===== config.mk =====
export PLATFORM = sky130hd
export DESIGN_NAME = sprite_layer_mixer
export DESIGN_NICKNAME = d
export VERILOG_FILES = /design/src/rtl/sprite_layer_mixer.sv
export SDC_FILE = /design/constraint.sdc
export NUM_CORES = 2
export LEC_CHECK = 0
export CAP_MARGIN = 5
export CORE_MARGIN = 2
export CORE_UTILIZATION = 65
export CTS_BUF_LIST = sky130_fd_sc_hd__clkbuf_8
export DETAILED_ROUTE_END_ITERATION = 8
export GPL_TIMING_DRIVEN = 0
export PLACE_DENSITY = 0.86
export SLEW_MARGIN = 10
export SYNTH_ARGS = -nofsm -noshare
export SYNTH_HDL_FRONTEND = slang
export SYNTH_SLANG_ARGS = --single-unit

===== constraint.sdc =====
create_clock -name Clk -period 39.8 [get_ports Clk]
set_clock_uncertainty 0.15 [all_clocks]
set_input_delay 3.98 -clock Clk [delete_from_list [all_inputs] [get_ports Clk]]
set_output_delay 3.98 -clock Clk [all_outputs]
set_load 0.02 [all_outputs]

===== src/rtl/sprite_layer_mixer.sv =====
// Two-stage sprite compositor: NUM_SPR double-buffered sprite layers over a background, lowest index on top.
// Optional macro SPR_HFLIP_EN adds a per-layer horizontal flip bit (cfg_flip) and the spr_col column-offset output.
module sprite_layer_mixer #(
    parameter int              NUM_SPR   = 8,
    parameter int              PIX_W     = 16,
    parameter int              COORD_W   = 10,
    parameter logic [PIX_W-1:0] KEY_COLOR = 16'h0E3B,
    localparam int             IDX_W     = $clog2(NUM_SPR),
    localparam int             SEL_W     = $clog2(NUM_SPR + 1)
) (
    input  logic                     Clk,
    input  logic                     Reset,
    input  logic                     frame_start,
    input  logic                     pix_valid,
    input  logic [COORD_W-1:0]       DrawX,
    input  logic [COORD_W-1:0]       DrawY,
    input  logic [PIX_W-1:0]         bg_pix,
    input  logic [NUM_SPR*PIX_W-1:0] spr_pix,
    input  logic                     cfg_we,
    input  logic [IDX_W-1:0]         cfg_idx,
    input  logic [COORD_W-1:0]       cfg_x,
    input  logic [COORD_W-1:0]       cfg_y,
    input  logic [7:0]               cfg_w,
    input  logic [7:0]               cfg_h,
    input  logic                     cfg_en,
`ifdef SPR_HFLIP_EN
    input  logic                     cfg_flip,
    output logic [NUM_SPR*8-1:0]     spr_col,
`endif
    output logic [PIX_W-1:0]         out_pix,
    output logic                     out_valid,
    output logic [SEL_W-1:0]         out_sel,
    output logic [NUM_SPR-1:0]       collide
);

    typedef struct packed {
        logic [COORD_W-1:0] x;
        logic [COORD_W-1:0] y;
        logic [7:0]         w;
        logic [7:0]         h;
        logic               en;
`ifdef SPR_HFLIP_EN
        logic               flip;
`endif
    } desc_t;

    desc_t pending [NUM_SPR];
    desc_t active  [NUM_SPR];
    desc_t cfg_desc;

    always_comb begin
        cfg_desc.x  = cfg_x;
        cfg_desc.y  = cfg_y;
        cfg_desc.w  = cfg_w;
        cfg_desc.h  = cfg_h;
        cfg_desc.en = cfg_en;
`ifdef SPR_HFLIP_EN
        cfg_desc.flip = cfg_flip;
`endif
    end

    // NOTE: both descriptor banks are small register arrays, not RAM, so they can take the async
    // reset; that is what guarantees every layer starts disabled.
    always_ff @(posedge Clk or posedge Reset) begin
        if (Reset) begin
            for (int i = 0; i < NUM_SPR; i++) begin
                pending[i] <= '0;
                active[i]  <= '0;
            end
        end else begin
            // NOTE: non-blocking assignment makes the bank copy read pending as it was before
            // any write on the same edge, so a coincident write waits for the next frame.
            if (frame_start) begin
                for (int i = 0; i < NUM_SPR; i++)
                    active[i] <= pending[i];
            end
            if (cfg_we && (32'(cfg_idx) < NUM_SPR))
                pending[cfg_idx] <= cfg_desc;
        end
    end

    logic [NUM_SPR-1:0] hit;

    for (genvar i = 0; i < NUM_SPR; i++) begin : g_layer
        logic [COORD_W:0]   x_end;
        logic [COORD_W:0]   y_end;
        logic [PIX_W-1:0]   pix;

        assign pix   = spr_pix[i*PIX_W +: PIX_W];
        // One extra bit keeps x+w from wrapping to the left edge of the screen.
        assign x_end = {1'b0, active[i].x} + (COORD_W+1)'(active[i].w);
        assign y_end = {1'b0, active[i].y} + (COORD_W+1)'(active[i].h);

        assign hit[i] = active[i].en
                      && (DrawX >= active[i].x) && ({1'b0, DrawX} < x_end)
                      && (DrawY >= active[i].y) && ({1'b0, DrawY} < y_end)
                      && (pix != KEY_COLOR);

`ifdef SPR_HFLIP_EN
        logic [7:0] col_off;
        assign col_off = 8'(DrawX - active[i].x);
        assign spr_col[i*8 +: 8] = active[i].flip ? (active[i].w - 8'd1 - col_off) : col_off;
`endif
    end

    logic                     s1_valid;
    logic [NUM_SPR-1:0]       s1_hit;
    logic [NUM_SPR*PIX_W-1:0] s1_spr;
    logic [PIX_W-1:0]         s1_bg;

    always_ff @(posedge Clk or posedge Reset) begin
        if (Reset) begin
            s1_valid <= 1'b0;
            s1_hit   <= '0;
        end else begin
            s1_valid <= pix_valid;
            s1_hit   <= hit;
        end
    end

    // Pixel data is qualified by s1_valid, so it needs no reset.
    always_ff @(posedge Clk) begin
        s1_spr <= spr_pix;
        s1_bg  <= bg_pix;
    end

    logic [PIX_W-1:0]   win_pix;
    logic [SEL_W-1:0]   win_sel;
    logic [NUM_SPR-1:0] collide_nxt;

    // NOTE: every always_comb output gets a default before any condition, so no latch is inferred.
    always_comb begin
        win_pix = s1_bg;
        win_sel = SEL_W'(NUM_SPR);
        // Walking from the top index down leaves the lowest-index hit as the winner.
        for (int i = NUM_SPR - 1; i >= 0; i--) begin
            if (s1_hit[i]) begin
                win_pix = s1_spr[i*PIX_W +: PIX_W];
                win_sel = SEL_W'(i);
            end
        end
    end

    always_comb begin
        collide_nxt = frame_start ? '0 : collide;
        // Applied after the clear so an overlap on the frame_start cycle lands in the new frame.
        if (s1_valid && s1_hit[0])
            collide_nxt = collide_nxt | {s1_hit[NUM_SPR-1:1], 1'b0};
    end

    always_ff @(posedge Clk or posedge Reset) begin
        if (Reset) begin
            out_valid <= 1'b0;
            out_pix   <= '0;
            out_sel   <= '0;
            collide   <= '0;
        end else begin
            out_valid <= s1_valid;
            collide   <= collide_nxt;
            if (s1_valid) begin
                out_pix <= win_pix;
                out_sel <= win_sel;
            end
        end
    end

endmodule


Yosys cells after proc, flatten, opt, wreduce, memory -nomap -nowiden
Index checks and enable logic that the tools add are counted.
{ "classes": {"addsub": 16, "n_lt_le_gt_ge": 34, "n_eq_ne": 8, "n_mux": 21, "bitwise": 2, "n_reduce_logical": 42} }
{ "ops": {"columns": ["operator", "count"], "rows": [
  ["296-bit bitwise mux", 1],
  ["10-bit by 8-bit adder with 11-bit output", 16],
  ["10-bit by 11-bit < comparator with 1-bit output", 16],
  ["10-bit greater-or-equal comparator", 16],
  ["16-bit two-way mux", 8],
  ["16-bit by 12-bit inequality test with 1-bit output (second input constant)", 8],
  ["37-bit demux with 3-bit select", 1],
  ["1-bit logical AND", 42],
  ["37-bit two-way mux", 1],
  ["4-bit two-way mux", 8],
  ["8-bit two-way mux", 2],
  ["8-bit bitwise OR", 1],
  ["4-bit greater-or-equal comparator (second input constant)", 1],
  ["4-bit by 1-bit < comparator with 1-bit output (second input constant)", 1],
  ["3-bit inverter with 4-bit output", 1]
]} }
{ "word_totals": {"register_bits": 774, "output_inout_bits": 29, "elab_cells": 211} }

Logic depth before layout (Yosys ltp)
{ "logic_depth": {"word_depth": 8, "ltp_mapped": 15, "depth_no_buf": 15} }

Least setup slack after synthesis
OpenSTA, ideal clock, no wires.
{ "synth_timing": {"kind": "input port to flip-flop", "start": "in DrawY[0]", "end": "reg s1_hit[2]", "arrival_ps": 5264, "required_ps": 39530, "setup_slack_ps": 34266, "stages": 8, "n_path_buf": 0, "path_cell_list": "inv_1 -> ha_1 -> nand2b_1 -> a211oi_1 -> o21ai_0 -> a311oi_1 -> nor4_1 -> o211a_1"} }
{ "synth_via": {"elab_chain_len": 4, "word_cells_on_any_way": 5} }
{ "synth_rtl": {"columns": ["item", "line", "text"], "rows": [
  ["start, declared", "16", "input logic [COORD_W-1:0] DrawY,"],
  ["10-bit greater-or-equal comparator", "96", "&& (DrawY >= active[i].y) && ({1'b0, DrawY} < y_end)"],
  ["1-bit logical AND", "96", null],
  ["1-bit logical AND (*)", "96", null],
  ["1-bit logical AND (*)", "97", "&& (pix != KEY_COLOR);"],
  ["named net hit[2]", "82", "logic [NUM_SPR-1:0] hit;"],
  ["end signal, assigned", "117", "s1_hit <= hit;"],
  ["end, declared", "107", "logic [NUM_SPR-1:0] s1_hit;"]
]} }
Mark *: on every way through the listed nets, which the timed path passes. The rest lies on a longest branch.
A chain may end at the register's enable or synchronous reset.

Final worst setup path
{ "layout_timing": {"start": "in DrawY[0]", "end": "reg s1_hit[1]"} }
The elaborated chain is that of the path after synthesis.

==> metrics.txt <==
warnings from Yosys 0; Period minus WS final 7.28 ns; fraction of synthesized area in multiplexers 13.6%; Num CTS Buffers 121; post-CTS setup buffer count 0; Slew Limit Headroom roughly 7%; GP Congestion 0.912; syn_nets 4151; Die Ht 251 um; Worst Setup SP DrawY[0]; Synth Flop Type dfrtp_1; Final Setup Violations 0; Syn Std Cell Area 39500 um^2; post-synth top area share 39.8%; layout cells sized above 1 18.3%; Synth Area in Adders 14.5%; post-route setup TNS 0 ns; Crit. End Element register; CTS tree built; PD cells 59.3 nW/um^2; worst r2r dst s1_hit[1]$_DFF_PP0_; GRT Total Usage 36.0%; Die Area 62800 um^2; placed insts 4515; largest family of logic cells by synthesized area adder cells; I/O pin total 238; Routed WL per cell 23.7 um; port bufs 233; slew at the pin closest to its max-slew limit 1.39 ns; Post-synth EDFFs 0; DR pass1 iterations 5; CP Data Required Time slightly above 40 ns; Post-Synth Simple-Gate Area 7.71%; CTS sink cnt roughly 770; status complete, no violations; fmax between 100 and 150 MHz; final cycle utilization of the critical path between 10% and 20%; R2R depth 12; Slew Viols, Final 0; critical path class primary input to register; commonest non-fill, non-tap cell in the layout dfrtp_1; drt initial violations about 2500; DP Wirelength 78.5 mm; Hold Buf Count CTS 0; CP dominant cell by count o21ai_0; RSZ-0062 raised after global routing no; peak supply drop 0.0420 mV; crit path launch type primary input; Psw roughly 940 uW; Max stage delay on crit path slightly below 1 ns; Final nets 4513; largest area contributor in the netlist dfrtp_1; worst reg2reg setup slack 35.52 ns; Routed WL approximately 110 mm; Via density 6.21; combinational share of power 35.4%; origin of the critical flop-to-flop path active[249]$_DFFE_PP0P_; Hold Fails Final Rpt 0; CP max FO 9; Post-synth ARST share between 80% and 90%; Pleak 20.6 nW; CP cell instances clkdlybuf4s50_1, inv_1, ha_1, nor2b_1, o21ai_0, a41oi_1, o21ai_0, a21oi_1, nor4_1; Slowest cell on crit path clkdlybuf4s50_1; worst hold-check path type register to register; CTS resizes 0; Vias around 29000; P&R area growth vs syn 15.5%; Pint 1.77 mW; synth top area cells dfrtp_1 40%, ha_1 14%, mux2_2 13%, dfxtp_1 7.3%, o21ai_0 3.4%; sequential share of power 38.2%; vias in the first global route 30400; post-layout util 75.8%; largest net degree at the start of global routing about 120; Starting Density approximately 66%; Synth Register Bits between 700 and 800; row count 90; Arr. time, crit path 7.72 ns; H-tree depth 3; Clock Power Share a little over a quarter; DR DRC count 0; Seq/Total Area, Yosys between 40% and 50%; Finished Layout Cells 4745; Synth Area in XOR/XNOR 2.84%; clock latency on the worst-skew pair 0.80 ns; Syn Inst Count about 3500; Placement Setup Slack 31.93 ns; commonest non-fill, non-tap cells in the layout 629 x dfrtp_1, 449 x mux2_2, 432 x ha_1; Critical Path End s1_hit[1]$_DFF_PP0_; core area 60200 um^2; Post-DRT Antenna Nets 0; antenna violations before repair 9; Clock transition at path regs about 0.060 ns; max_cap viols 0; total congestion overflow 0; switch share 34.7%; root buffer cell clkbuf_8; final worst setup slack 32.52 ns; first-pass GRT wire length 171 mm; die width 251 um; synth unique cells 65; syn_area_per_cell about 11 um^2; Compound-Gate Fraction of Synth Area 10.9%; clock buffer depth 3
## critical path: cells and delay by family
kind,cells,cell delay (ns)
compound gates,4,0.90
fa+ha+maj,1,0.42
buf+inv,2,1.44
simple gates,2,0.96
## kinds of logic after synthesis
family                     Yosys count
DFF                                773
muxes                              482
xor gates and xnor gates           128
adders and majority gates          448
other                                1
and+or+nand+nor                    653
buffers and inverters              314
AOI/OAI and AO/OA                  695
## worst min path at each step
stage | startpoint | to | slack [ns] | cells past startpoint
after floorplan | s1_valid$_DFF_PP0_ | out_valid$_DFF_PP0_ | 0.20 | 0
after global placement | s1_valid$_DFF_PP0_ | out_valid$_DFF_PP0_ | 0.25 | 0
after detailed placement | s1_valid$_DFF_PP0_ | out_valid$_DFF_PP0_ | 0.24 | 0
after CTS | s1_valid$_DFF_PP0_ | out_valid$_DFF_PP0_ | 0.26 | 0
final | s1_valid$_DFF_PP0_ | out_valid$_DFF_PP0_ | 0.26 | 0
after global routing | s1_valid$_DFF_PP0_ | out_valid$_DFF_PP0_ | 0.26 | 0
## power by group through the flow
stage          Sequential (mW)  Clock, mW  Combinational (mW)
2_1_floorplan             1.03          0               0.686
3_3_place_gp              1.04          0               0.887
3_5_place_dp              1.04          0               0.936
4_1_cts                   1.03      0.718               0.951
5_1_grt                   1.05      0.753                1.07
6_report                  1.03      0.714               0.958
## metrics by stage
stage | hold slack [ns] | cell area, um^2 | power [mW]
floorplan | 0.202 | 39500 | 1.71
CTS | 0.257 | 45600 | 2.70
global placement | 0.247 | 42800 | 1.93
detailed placement | 0.243 | 43000 | 1.98
global route | 0.264 | 45600 | 2.88
finish | 0.259 | 45700 | 2.71
## cells in the mapped netlist, drive strengths merged, types with 42 or more instances
master / number
nor2b: 45
mux2: 452
inv: 208
nor2: 114
nand3: 42
dfrtp: 629
nand2: 291
a21oi: 137
xor2: 50
ha: 432
xnor2: 78
dfxtp: 144
o211ai: 44
o21ai: 271
buf: 72
nor3: 68
## layer usage
| metal | up-vias | part of all wire, % | track usage [%] | wire (um) |
|---|---|---|---|---|
| met5 | - | 0.057 | 0 | 64 |
| met4 | 10 | 6.5 | 21.7 | 7290 |
| met3 | 371 | 8.9 | 7.52 | 9960 |
| met2 | 1328 | 46 | 58.3 | 51900 |
| met1 | 14500 | 38 | 44.8 | 43200 |
| li1 | 13300 | - | - | - |
## layout make-up
class                   count  area (um^2)
diodes                      4         10.0
plain buffers             106          526
clock buffers             163         2240
clock inverters            63          402
fillers                  3756        14600
inverters                 208          788
multi-input cells        2407        19600
flip-flops and latches    773        18600
well taps                 782          978
repair buffers            239         2490
## registers in the layout, summed over array words and instances (netlist names)
signal / cells
s1_valid: 1
out_sel: 4
s1_hit: 8
s1_bg: 16
pending: 296
out_pix: 16
active: 296
s1_spr: 128
collide: 7
out_valid: 1
(Power assumes the default switching activity.)
